[config.mk]
export PLATFORM = sky130hd
export DESIGN_NAME = signed_sum_accumulator
export DESIGN_NICKNAME = d
export VERILOG_FILES = /design/src/rtl/signed_sum_accumulator.sv
export SDC_FILE = /design/constraint.sdc
export NUM_CORES = 1
export LEC_CHECK = 0
export ABC_CLOCK_PERIOD_IN_PS = 3000
export BUFFER_PORTS_ARGS = -buffer_cell sky130_fd_sc_hd__buf_2
export CORE_MARGIN = 4
export CORE_UTILIZATION = 51
export CTS_CLUSTER_SIZE = 12
export DETAILED_ROUTE_END_ITERATION = 8
export PLACE_DENSITY = 0.86
export REMOVE_ABC_BUFFERS = 1
export SLEW_MARGIN = 10
export SYNTH_ARGS = -nofsm -noshare
export SYNTH_HDL_FRONTEND = slang
export SYNTH_SLANG_ARGS = --single-unit
[constraint.sdc]
create_clock -name clk -period 3 [get_ports clk]
set_input_delay 0.9 -clock clk [delete_from_list [all_inputs] [get_ports clk]]
set_output_delay 0.9 -clock clk [all_outputs]
set_load 0.005 [all_outputs]
[src/rtl/signed_sum_accumulator.sv]
// signed_sum_accumulator: accumulates N_SAMPLES signed 4-bit adder results
// into a saturating ACC_W-bit total, counts beats flagged with adder
// overflow, and hands the block result downstream over valid/ready.
module signed_sum_accumulator #(
  parameter int unsigned ACC_W     = 6,
  parameter int unsigned N_SAMPLES = 8
) (
  input  logic             clk,
  input  logic             rst,
  input  logic             clear,
  input  logic             in_valid,
  output logic             in_ready,
  input  logic [3:0]       in_sum,
  input  logic             in_overflow,
  output logic             out_valid,
  input  logic             out_ready,
  output logic [ACC_W-1:0] out_total,
  output logic             out_sat,
  output logic [3:0]       out_ovf_count
);

  localparam int unsigned SUM_W = ACC_W + 1;
  localparam int unsigned CNT_W = $clog2(N_SAMPLES + 1);

  // Clamp limits expressed at the widened sum width.
  localparam logic signed [SUM_W-1:0] MAX_V = {2'b00, {(ACC_W-1){1'b1}}};
  localparam logic signed [SUM_W-1:0] MIN_V = {2'b11, {(ACC_W-1){1'b0}}};

  typedef enum logic {
    ST_ACCUM = 1'b0,
    ST_HOLD  = 1'b1
  } state_t;

  state_t           r_state;
  logic             r_in_ready;
  logic             r_out_valid;
  logic [ACC_W-1:0] r_acc;
  logic             r_sat;
  logic [3:0]       r_ovf_cnt;
  logic [CNT_W-1:0] r_cnt;

  logic signed [SUM_W-1:0] w_acc_ext;
  logic signed [SUM_W-1:0] w_in_ext;
  logic signed [SUM_W-1:0] w_wide;
  logic        [ACC_W-1:0] w_next;
  logic                    w_clamped;
  logic                    w_accept;

  // Widened signed add of the incoming beat, then clamp to the ACC_W range.
  always_comb begin
    w_acc_ext = {r_acc[ACC_W-1], r_acc};
    w_in_ext  = {{(SUM_W-4){in_sum[3]}}, in_sum};
    w_wide    = w_acc_ext + w_in_ext;
    w_next    = w_wide[ACC_W-1:0];
    w_clamped = 1'b0;
    if (w_wide > MAX_V) begin
      w_next    = MAX_V[ACC_W-1:0];
      w_clamped = 1'b1;
    end else if (w_wide < MIN_V) begin
      w_next    = MIN_V[ACC_W-1:0];
      w_clamped = 1'b1;
    end
    w_accept = in_valid && r_in_ready;
  end

  // Block FSM: accumulate beats in ACCUM, present the result in HOLD.
  always_ff @(posedge clk) begin
    if (rst) begin
      r_state     <= ST_ACCUM;
      r_in_ready  <= 1'b0;
      r_out_valid <= 1'b0;
      r_acc       <= '0;
      r_sat       <= 1'b0;
      r_ovf_cnt   <= '0;
      r_cnt       <= '0;
    end else if (clear) begin
      r_state     <= ST_ACCUM;
      r_in_ready  <= 1'b1;
      r_out_valid <= 1'b0;
      r_acc       <= '0;
      r_sat       <= 1'b0;
      r_ovf_cnt   <= '0;
      r_cnt       <= '0;
    end else begin
      case (r_state)
        ST_ACCUM: begin
          r_in_ready  <= 1'b1;
          r_out_valid <= 1'b0;
          if (w_accept) begin
            r_acc <= w_next;
            if (w_clamped) begin
              r_sat <= 1'b1;
            end
            if (in_overflow && (r_ovf_cnt != 4'hF)) begin
              r_ovf_cnt <= r_ovf_cnt + 4'd1;
            end
            r_cnt <= r_cnt + CNT_W'(1);
            if (r_cnt == CNT_W'(N_SAMPLES - 1)) begin
              r_state     <= ST_HOLD;
              r_in_ready  <= 1'b0;
              r_out_valid <= 1'b1;
            end
          end
        end
        ST_HOLD: begin
          if (out_ready) begin
            r_state     <= ST_ACCUM;
            r_in_ready  <= 1'b1;
            r_out_valid <= 1'b0;
            r_acc       <= '0;
            r_sat       <= 1'b0;
            r_ovf_cnt   <= '0;
            r_cnt       <= '0;
          end
        end
        default: begin
          r_state     <= ST_ACCUM;
          r_in_ready  <= 1'b0;
          r_out_valid <= 1'b0;
        end
      endcase
    end
  end

  assign in_ready      = r_in_ready;
  assign out_valid     = r_out_valid;
  assign out_total     = r_acc;
  assign out_sat       = r_sat;
  assign out_ovf_count = r_ovf_cnt;

endmodule
==> metrics.csv, run 1 <==
stage,metric,value,unit
timing,total negative slack,0,ns
timing,final setup violation count,0,
critical_path,r2r startpoint,out_total[0],
detailed_routing,DRT iter0 DRCs,21,
detailed_routing,WL final,2.058,mm
logic_synthesis,Post-Synth XOR/XNOR Area,6.130,%
timing,Max Fclk,0.3872,GHz
critical_path,cell family with most CP delay,simple AND/OR/NAND/NOR gates,
detailed_routing,Detail Route Antenna Nets,0,
critical_path,r2r worst-path depth,8,
layout,post-route cell area,1135,um2
timing,Worst-Margin Slew,0.5499,ns
critical_path,CP max FO,5,
logic_synthesis,simple-gate share of the synthesized area,22.35,%
logic_synthesis,Compound-Gate Fraction of Synth Area,18.26,%
layout,Multi-input gate area,588.1,um2
logic_synthesis,sequential area share after synthesis,36.78,%
timing,RSZ-0062 raised after global routing,no,
power,PD cells,375.1,nW/um2
global_route,first-pass GRT wire length,3.456,mm
job,Max Cap Viol,0,
clock_tree,clk root buf,clkbuf_4,
layout,Area growth syn-to-layout,15.84,%
placement,DP Wirelength,1.571,mm
clock_tree,# clock sinks,18,
layout,Reg area,360.3,um2
layout,layout cells sized above 1,22.56,%
timing,Max Clock Skew,0.002398,ns
clock_tree,clock buffer depth,2,
clock_tree,clock slew at reported path FFs,0.09,ns
logic_synthesis,largest family of logic cells by synthesized area,simple AND/OR/NAND/NOR gates,
floorplanning,IO Count,23,
timing,slew margin rel.,63.06,%
global_route,total track usage,17.11,%
critical_path,Worst setup EP type,flop,
logic_synthesis,Post-synth ARST share,0,%
logic_synthesis,"top cells by area, synth","dfxtp_1 37%, ha_1 10%, a21oi_1 4.6%",
floorplanning,row count,15,
floorplanning,core area,1764,um2
placement,DP Area,1112,um2
floorplanning,Initial Util,55.53,%
layout,Nets,154,
logic_synthesis,post-synthesis cell type count,34,
global_route,largest net degree at the start of global routing,12,
outcome,status,finished clean,
global_route,total grt overflow,0,
global_route,initial antenna violation count,0,
min_path,Worst Min Path Start,out_valid,
layout,Filler cells,156,
critical_path,CP Cell Sequence,"buf_2, ha_1, inv_1, fa_1, nor2b_1, o31a_1, o22ai_1, nor3_1, nand3b_1",
min_path,hold endpoint,out_valid,
logic_synthesis,Post-synth EDFFs,0,
timing,Fin Hold WS,0.4937,ns
logic_synthesis,Adder-Cell Fraction of Synth Area,13.28,%
floorplanning,die area,2686,um2
timing,Final Hold Fails,0,
timing,crit path time final,2.583,ns
logic_synthesis,synthesis-stage register bit count,18,
critical_path,startpoint types,input port,
logic_synthesis,Yosys top cell area share,36.78,%
clock_tree,Num CTS Buffers,3,
logic_synthesis,synth warn,0,
critical_path,R2R setup slack,0.73,ns
min_path,Hold Path Depth,2,
detailed_routing,mean number of vias per cell,5.563,
logic_synthesis,Cells after Synth,110,
layout,Ant. Diodes,0,
placement,global placer's final weighted congestion,0.7968,
power,Lkg Pwr,0.5217,nW
logic_synthesis,post-synthesis cell area,979.7,um2
floorplanning,die outline width,51.83,um
floorplanning,Die Ht,51.83,um
clock_tree,worst-skew pair later-pin latency,0.28,ns
critical_path,Crit Path Class,input port to flop,
logic_synthesis,Yosys top cell by area,dfxtp_1,
logic_synthesis,Main synth FF type,dfxtp_1,
critical_path,CP Data Required Time,3.22,ns
clock_tree,cts hold-fix bufs,0,
power,Max VDD drop,0.2625,mV
clock_tree,post-CTS resize count,0,
clock_tree,"Setup Fix Bufs, Post-CTS",0,
timing,Tcrit/Tclk final,86.09,%
logic_synthesis,syn_area_per_cell,8.906,um2
critical_path,WP data arrival,2.81,ns
global_route,vias in the first global route,811,
detailed_routing,DR WL/cell,13.03,um
timing,"Slew Viols, Final",0,
detailed_routing,Detailed Routing Iterations Pass 1,4,
logic_synthesis,multiplexer share of the synthesized area,0,%
detailed_routing,DR vias,879,
clock_tree,Max H-tree Level,1,
critical_path,Worst Path Buf+Inv,2,
placement,port bufs,22,
power,Tot Pwr,0.0004257,W
critical_path,r2r endpoint,out_sat,
detailed_routing,DRC violations left,0,
critical_path,Worst path max stage delay,0.48,ns
clock_tree,CTS tree,yes,
critical_path,Critical-path top delay cell,nor3_1,
min_path,HP Class,flop to flop,
==> where the power goes <==
| part | leakage [nW] | total (W) | switching [W] | internal, W |
|---|---|---|---|---|
| combinational | 0.362 | 0.0000653 | 0.0000369 | 0.0000284 |
| sequential | 0.146 | 0.000249 | 0.00000471 | 0.000244 |
| clock | 0.0138 | 0.000112 | 0.0000652 | 0.0000466 |
==> layer usage <==
| layer | track usage, % | vias up | wire (um) |
|---|---|---|---|
| li1 | - | 444 | - |
| met1 | 21.53 | 421 | 955 |
| met2 | 26.15 | 12 | 998 |
| met3 | 6.017 | 2 | 88 |
| met4 | 7.424 | 0 | 17 |
| met5 | 0 | - | 0 |
==> worst max-delay path by stage <==
stage,startpoint,endpoint,slack [ns],cells after the start
after floorplan,in_sum[0],out_total[0],0.53,8
after global placement,in_sum[0],out_total[3],0.28,9
after detailed placement,in_sum[0],out_total[3],0.22,9
after CTS,in_sum[0],out_sat,0.47,9
after global routing,in_sum[0],out_total[3],0.33,9
final,in_sum[0],out_sat,0.42,9
==> worst reg2reg max path, stage by stage, from the launching register on <==
cell and delay (ns):
dfxtp_1 0.36, ha_1 0.18, inv_1 0.05, fa_1 0.41, nor2b_1 0.19, o31a_1 0.17
o22ai_1 0.18, nor3_1 0.48, nand3b_1 0.19
==> sequential cells by signal (all words and copies together) (netlist names) <==
name,count
out_total,6
out_ovf_count,4
r_cnt,4
in_ready,1
out_sat,1
out_valid,1
r_state,1
==> metrics by stage <==
step / instances / setup slack (ns) / util (%)
2_1_floorplan: 108 / 0.5328 / -
3_3_place_gp: 155 / 0.2812 / 63.05
3_5_place_dp: 155 / 0.2229 / 63.05
4_1_cts: 158 / 0.4682 / 64.33
5_1_grt: 158 / 0.3257 / 64.33
6_report: 158 / 0.4172 / 64.33
==> cell usage after synthesis (2+ instances only) <==
master,number
nand2b_1,2
a21o_1,2
a221o_1,4
ha_1,8
inv_1,6
nand2_1,9
o21ai_0,3
nand3_1,7
nand3b_1,3
xor2_1,4
and3_1,2
nor2_1,10
a21oi_1,9
nand4_1,3
nor3_1,2
dfxtp_1,18
==> cell families after synthesis <==
kind of cell | count (synthesis)
adder cells (fa/ha/maj) | 10
XOR/XNOR | 6
flip-flops | 18
AO/OA/AOI/OAI | 25
AND/OR/NAND/NOR | 43
buffers and inverters | 8
==> cell usage in the layout (no fill, tap or decap), drive strengths merged, types with 2 or more instances in the layout <==
master,instances
nand3b,3
xor2,5
clkbuf,3
a221o,4
a21oi,10
dfxtp,18
nor2,10
nand3,7
nand4,3
o21ai,3
a21o,2
inv,6
and3,2
nand2b,2
nand2,9
buf,22
ha,8
nor3,2
==> layout make-up <==
type | instances | share of cell area, %
flip-flops and latches | 18 | 31.75
repair buffers | 22 | 9.702
well taps | 25 | 2.756
clock buffers | 3 | 1.985
multi-input cells | 84 | 51.82
inverters | 6 | 1.985
No activity file was read; power rests on OpenSTA's default activity.
==> inputs of run 2 (changes only) <==
--- a/config.mk
+++ b/config.mk
@@ -11,7 +11,7 @@
 export CORE_UTILIZATION = 51
 export CTS_CLUSTER_SIZE = 12
 export DETAILED_ROUTE_END_ITERATION = 8
-export PLACE_DENSITY = 0.86
+export PLACE_DENSITY_LB_ADDON = 0.12
 export REMOVE_ABC_BUFFERS = 1
 export SLEW_MARGIN = 10
 export SYNTH_ARGS = -nofsm -noshare
==> metrics.csv, run 2 (same netlist as run 1, synthesis figures left out) <==
stage,metric,value,unit
floorplanning,die outline width,51.83,um
clock_tree,worst-skew pair later-pin latency,0.31,ns
floorplanning,Initial Util,55.53,%
timing,Max Fclk,0.4093,GHz
detailed_routing,DR WL/cell,12.79,um
placement,DP Worst Slack,0.2430,ns
clock_tree,CTS tree,yes,
detailed_routing,DRC violations left,0,
placement,DP Area,1112,um2
timing,RSZ-0062 raised after global routing,no,
timing,Final Hold Fails,0,
layout,Nets,154,
layout,"most common cell after layout, fill and taps aside",buf_2,
floorplanning,Die Ht,51.83,um
clock_tree,cts hold-fix bufs,0,
critical_path,R2R setup slack,0.86,ns
detailed_routing,Detail Route Antenna Nets,0,
layout,Layout Utilization,65.11,%
global_route,total grt overflow,0,
global_route,total track usage,17.47,%
critical_path,WP data arrival,2.69,ns
power,PD cells,405.3,nW/um2
timing,Fin Hold WS,0.4890,ns
floorplanning,IO Count,23,
layout,post-route cell area,1149,um2
global_route,largest net degree at the start of global routing,12,
timing,final worst setup slack,0.5566,ns
global_route,vias in the first global route,789,
timing,Tcrit/Tclk final,81.45,%
critical_path,startpoint types,input port,
layout,layout cells sized above 1,23.13,%
power,Max VDD drop,0.2193,mV
placement,port bufs,22,
clock_tree,clk root buf,clkbuf_4,
critical_path,CP max FO,5,
clock_tree,Max H-tree Level,1,
layout,Area growth syn-to-layout,17.24,%
min_path,hold endpoint,out_valid,
critical_path,CP startpoint,in_sum[3],
critical_path,r2r endpoint,out_sat,
critical_path,r2r worst-path depth,8,
clock_tree,clock slew at reported path FFs,0.09,ns
global_route,initial antenna violation count,0,
layout,max reg flops,6,
critical_path,Worst setup EP type,flop,
floorplanning,die area,2686,um2
timing,slew margin rel.,68.23,%
clock_tree,# clock sinks,18,
min_path,HP Class,flop to flop,
layout,Filler cells,174,
detailed_routing,DRT iter0 DRCs,13,
timing,"Slew Viols, Final",0,
floorplanning,row count,15,
detailed_routing,Detailed Routing Iterations Pass 1,4,
placement,global placer's final weighted congestion,0.7802,
floorplanning,core area,1764,um2
min_path,Worst Min Path Start,out_valid,
power,Lkg Pwr,0.5289,nW
clock_tree,Num CTS Buffers,3,
detailed_routing,mean number of vias per cell,5.491,
layout,Ant. Diodes,0,
detailed_routing,WL final,2.034,mm
global_route,first-pass GRT wire length,3.498,mm
job,Max Cap Viol,0,
critical_path,Crit Path Class,input port to flop,
timing,Max Clock Skew,0.01070,ns
timing,crit path time final,2.443,ns
clock_tree,"Setup Fix Bufs, Post-CTS",0,
min_path,Hold Path Depth,2,
placement,DP Wirelength,1.632,mm
timing,total negative slack,0,ns
layout,most frequent cells in the layout,"22 x buf_2, 18 x dfxtp_1, 10 x nor2_1",
critical_path,CP Data Required Time,3.24,ns
timing,final setup violation count,0,
outcome,status,finished clean,
detailed_routing,DR vias,873,
critical_path,r2r startpoint,out_total[0],
clock_tree,post-CTS resize count,0,
timing,Worst-Margin Slew,0.4728,ns
clock_tree,clock buffer depth,2,
run 2: final cells by class:
cell class	count	area, um2	area share (%)
inverter	6	22.52	1.961
multi-input combinational	84	588.1	51.20
tap	25	31.28	2.723
clock buffer	4	36.28	3.159
sequential	18	360.3	31.37
timing repair buffer	22	110.1	9.586
run 2: how the worst max path moves through the flow:
| stage | end | depth (start not counted) | slack (ns) |
|---|---|---|---|
| 2_1_floorplan | out_total[0] | 8 | 0.53 |
| 3_3_place_gp | out_total[3] | 7 | 0.32 |
| 3_5_place_dp | out_total[4] | 9 | 0.24 |
| 4_1_cts | out_sat | 7 | 0.57 |
| 5_1_grt | out_total[0] | 9 | 0.38 |
| 6_report | out_sat | 7 | 0.56 |
run 2: layer usage:
metal	routed length, um	GRT usage, %	up-vias
met5	0	0	-
met4	36	6.550	0
met3	94	5.158	5
met2	892	24.90	19
met1	1011	24.56	403
li1	-	-	446
run 2: report_power, final:
group / leakage, nW / internal [W] / switching [W]
logic: 0.362 / 0.0000283 / 0.0000363
registers: 0.146 / 0.000244 / 0.00000481
clock network: 0.0210 / 0.0000742 / 0.0000778
run 2: through the flow:
stage                     total power (W)  instances
after floorplan                 0.0002963        108
after global placement          0.0003172        155
after detailed placement        0.0003190        155
after CTS                       0.0004690        159
after global routing            0.0004862        159
final                           0.0004655        159
run 2: worst max-delay path: stages:
cell and delay [ns]:
buf_2 0.12, ha_1 0.34, and3_1 0.21, a221oi_2 0.34, xor2_2 0.15, nor3_1 0.44, nand3b_1 0.18
==> inputs of run 3 (changes only) <==
--- a/config.mk
+++ b/config.mk
@@ -5,10 +5,11 @@
 export SDC_FILE = /design/constraint.sdc
 export NUM_CORES = 1
 export LEC_CHECK = 0
-export ABC_CLOCK_PERIOD_IN_PS = 3000
+export ABC_AREA = 1
+export ABC_CLOCK_PERIOD_IN_PS = 2200
 export BUFFER_PORTS_ARGS = -buffer_cell sky130_fd_sc_hd__buf_2
 export CORE_MARGIN = 4
-export CORE_UTILIZATION = 51
+export CORE_UTILIZATION = 47
 export CTS_CLUSTER_SIZE = 12
 export DETAILED_ROUTE_END_ITERATION = 8
 export PLACE_DENSITY_LB_ADDON = 0.12
==> constraint.sdc (replaced) <==
create_clock -name clk -period 2.2 [get_ports clk]
set_input_delay 0.66 -clock clk [delete_from_list [all_inputs] [get_ports clk]]
set_output_delay 0.66 -clock clk [all_outputs]
set_load 0.005 [all_outputs]
==> metrics.csv, run 3 <==
stage,metric,value,unit
layout,"most common cell after layout, fill and taps aside",nand2_1,
floorplanning,IO Count,23,
clock_tree,clock slew at reported path FFs,0.10,ns
clock_tree,Max H-tree Level,1,
placement,Inst Count DP,196,
logic_synthesis,synth warn,0,
timing,"Slew Viols, Final",0,
logic_synthesis,Post-synth ARST share,0,%
logic_synthesis,Main synth FF type,dfxtp_1,
timing,Final Hold Fails,0,
global_route,total track usage,17.38,%
global_route,initial antenna violation count,0,
power,Comb pwr share,16.0,%
layout,layout cells sized above 1,24.28,%
logic_synthesis,syn_area_per_cell,7.136,um2
critical_path,CP max FO,4,
critical_path,most frequent CP cell,nand2_1,
global_route,total grt overflow,0,
power,Psw,0.0001723,W
layout,Nets,193,
layout,Filler cells,198,
critical_path,Crit Path Class,input port to flop,
critical_path,Worst path max stage delay,0.37,ns
placement,DP Wirelength,1.777,mm
timing,crit path time final,1.956,ns
floorplanning,row count,16,
placement,DP Area,1194,um2
clock_tree,"Setup Fix Bufs, Post-CTS",0,
clock_tree,post-CTS resize count,0,
critical_path,Worst setup EP type,flop,
detailed_routing,DR WL/cell,11.17,um
placement,global placer's final weighted congestion,0.7687,
detailed_routing,DRT iter0 DRCs,20,
floorplanning,Initial Util,51.18,%
logic_synthesis,Cells after Synth,145,
layout,Layout Utilization,60.83,%
power,Clk network pwr share,31.8,%
clock_tree,worst-skew pair later-pin latency,0.30,ns
timing,final setup violation count,0,
floorplanning,die area,3016,um2
timing,Worst-Margin Slew,0.4081,ns
power,Max VDD drop,0.4302,mV
floorplanning,Die Ht,54.92,um
logic_synthesis,sequential area share after synthesis,34.82,%
critical_path,Worst Path Buf+Inv,2,
placement,DP Worst Slack,-0.06263,ns
timing,final worst setup slack,0.2435,ns
timing,RSZ-0062 raised after global routing,no,
logic_synthesis,post-synthesis cell type count,23,
clock_tree,cts hold-fix bufs,0,
clock_tree,CTS tree,yes,
clock_tree,clock buffer depth,2,
placement,port bufs,22,
layout,Multi-input gate area,610.6,um2
clock_tree,clk root buf,clkbuf_4,
detailed_routing,WL final,2.233,mm
layout,most frequent cells in the layout,"41 x nand2_1, 22 x buf_2, 18 x dfxtp_1",
floorplanning,die outline width,54.92,um
global_route,largest net degree at the start of global routing,11,
critical_path,CP Cell Sequence,"buf_2, ha_1, inv_1, fa_1, nand3b_1, nand2_1, nand2_1, nand2_1, nand2_2, a21oi_2, nand2_1, a21oi_2",
power,PD cells,523.9,nW/um2
logic_synthesis,Post-synth EDFFs,0,
detailed_routing,Detail Route Antenna Nets,0,
global_route,first-pass GRT wire length,3.753,mm
power,sequential share of power,52.3,%
critical_path,cell family with most CP delay,simple AND/OR/NAND/NOR gates,
timing,slew margin rel.,72.76,%
layout,Non-Filler Instances,200,
logic_synthesis,post-synthesis cell area,1035,um2
detailed_routing,DRC violations left,0,
logic_synthesis,top-count cell post-synth,nand2_1,
detailed_routing,mean number of vias per cell,4.875,
layout,max reg flops,6,
critical_path,Critical-path top delay cell,fa_1,
critical_path,WP data arrival,2.19,ns
logic_synthesis,Yosys top cell area share,34.82,%
power,switch share,26.74,%
timing,Max Fclk,0.5111,GHz
power,P_int,0.0004721,W
timing,Tcrit/Tclk final,88.93,%
global_route,vias in the first global route,938,
timing,Max Clock Skew,0.005463,ns
layout,Ant. Diodes,0,
logic_synthesis,"top cells by area, synth","dfxtp_1 35%, nand2_1 15%, ha_1 9.7%",
logic_synthesis,Yosys top cell by area,dfxtp_1,
min_path,HP Class,flop to flop,
clock_tree,# clock sinks,18,
layout,Area growth syn-to-layout,18.86,%
floorplanning,core area,2022,um2
critical_path,CP Data Required Time,2.43,ns
power,Lkg Pwr,0.5931,nW
job,Max Cap Viol,0,
layout,post-route cell area,1230,um2
detailed_routing,Detailed Routing Iterations Pass 1,4,
logic_synthesis,synthesis-stage register bit count,18,
detailed_routing,DR vias,975,
critical_path,startpoint types,input port,
layout,Reg area,360.3,um2
outcome,status,finished clean,
logic_synthesis,commonest cells in the netlist,"41 x nand2_1, 18 x dfxtp_1, 17 x nor2_1, 12 x inv_1, 11 x a21oi_1",
clock_tree,Num CTS Buffers,3,
power,Tot Pwr,0.0006444,W
-- run 3: cell types whose count changed in the layout (fill, tap and decap cells not counted), moves of 4 or more --
cell / change
nor2_1: +7
inv_1: +6
a21oi_2: +4
nand2_2: +4
nand2_1: +32
a221o_1: -4
inv_2: +4
-- run 3: worst register-to-register path, cell delays in order, from the launching register on --
cell	delay, ns
dfxtp_1	0.37
ha_1	0.17
inv_1	0.05
fa_1	0.37
nand3b_1	0.16
nand2_1	0.09
nand2_1	0.06
nand2_1	0.07
nand2_2	0.09
a21oi_2	0.18
nand2_1	0.10
a21oi_2	0.12
-- run 3: logic make-up (layout without fill, tap and decap cells) --
logic type / Yosys count / count (layout) / share of synthesized area (%)
buffers and inverters: 17 / 45 / 6.166
and+or+nand+nor: 76 / 76 / 31.20
xor gates and xnor gates: 5 / 5 / 4.232
adders and majority gates: 9 / 9 / 11.61
AOI/OAI and AO/OA: 20 / 20 / 11.97
DFF: 18 / 18 / 34.83
-- run 3: per-layer routing --
layer,share of wire (%),track usage [%]
met5,0,0
met4,1.1,4.858
met3,4.1,4.826
met2,46,28.94
met1,49,21.88
-- run 3: metrics by stage --
step                  TNS (ns)  hold slack, ns
detailed placement     -0.2005          0.4498
finish                       0          0.4731
floorplan                    0          0.4479
global route                 0          0.5025
CTS                          0          0.4763
global placement    -0.0002072          0.4465
-- run 3: worst paths after layout --
path                startpoint  slack [ns]      endpoint  cells past startpoint
hold reg to reg      out_valid        0.47     out_valid                      1
hold / removal       out_valid        0.47     out_valid                      1
setup reg to reg  out_total[0]        0.31  out_total[1]                     11
setup / recovery     in_sum[0]        0.24  out_total[1]                     12
-- run 3: power groups by stage --
stage	clock (W)	sequential (W)	combinational, W
6_report	0.000205	0.000337	0.000103
5_1_grt	0.000226	0.000338	0.000117
4_1_cts	0.000214	0.000337	0.000103
3_5_place_dp	0	0.000344	0.000102
3_3_place_gp	0	0.000344	0.0000998
2_1_floorplan	0	0.000344	0.0000699
-- run 3: layout make-up --
class | count | area share, %
multi-input combinational | 110 | 49.64
sequential | 18 | 29.30
timing repair buffer | 24 | 10.17
inverter | 17 | 5.188
clock buffer | 4 | 2.950
tap | 27 | 2.747
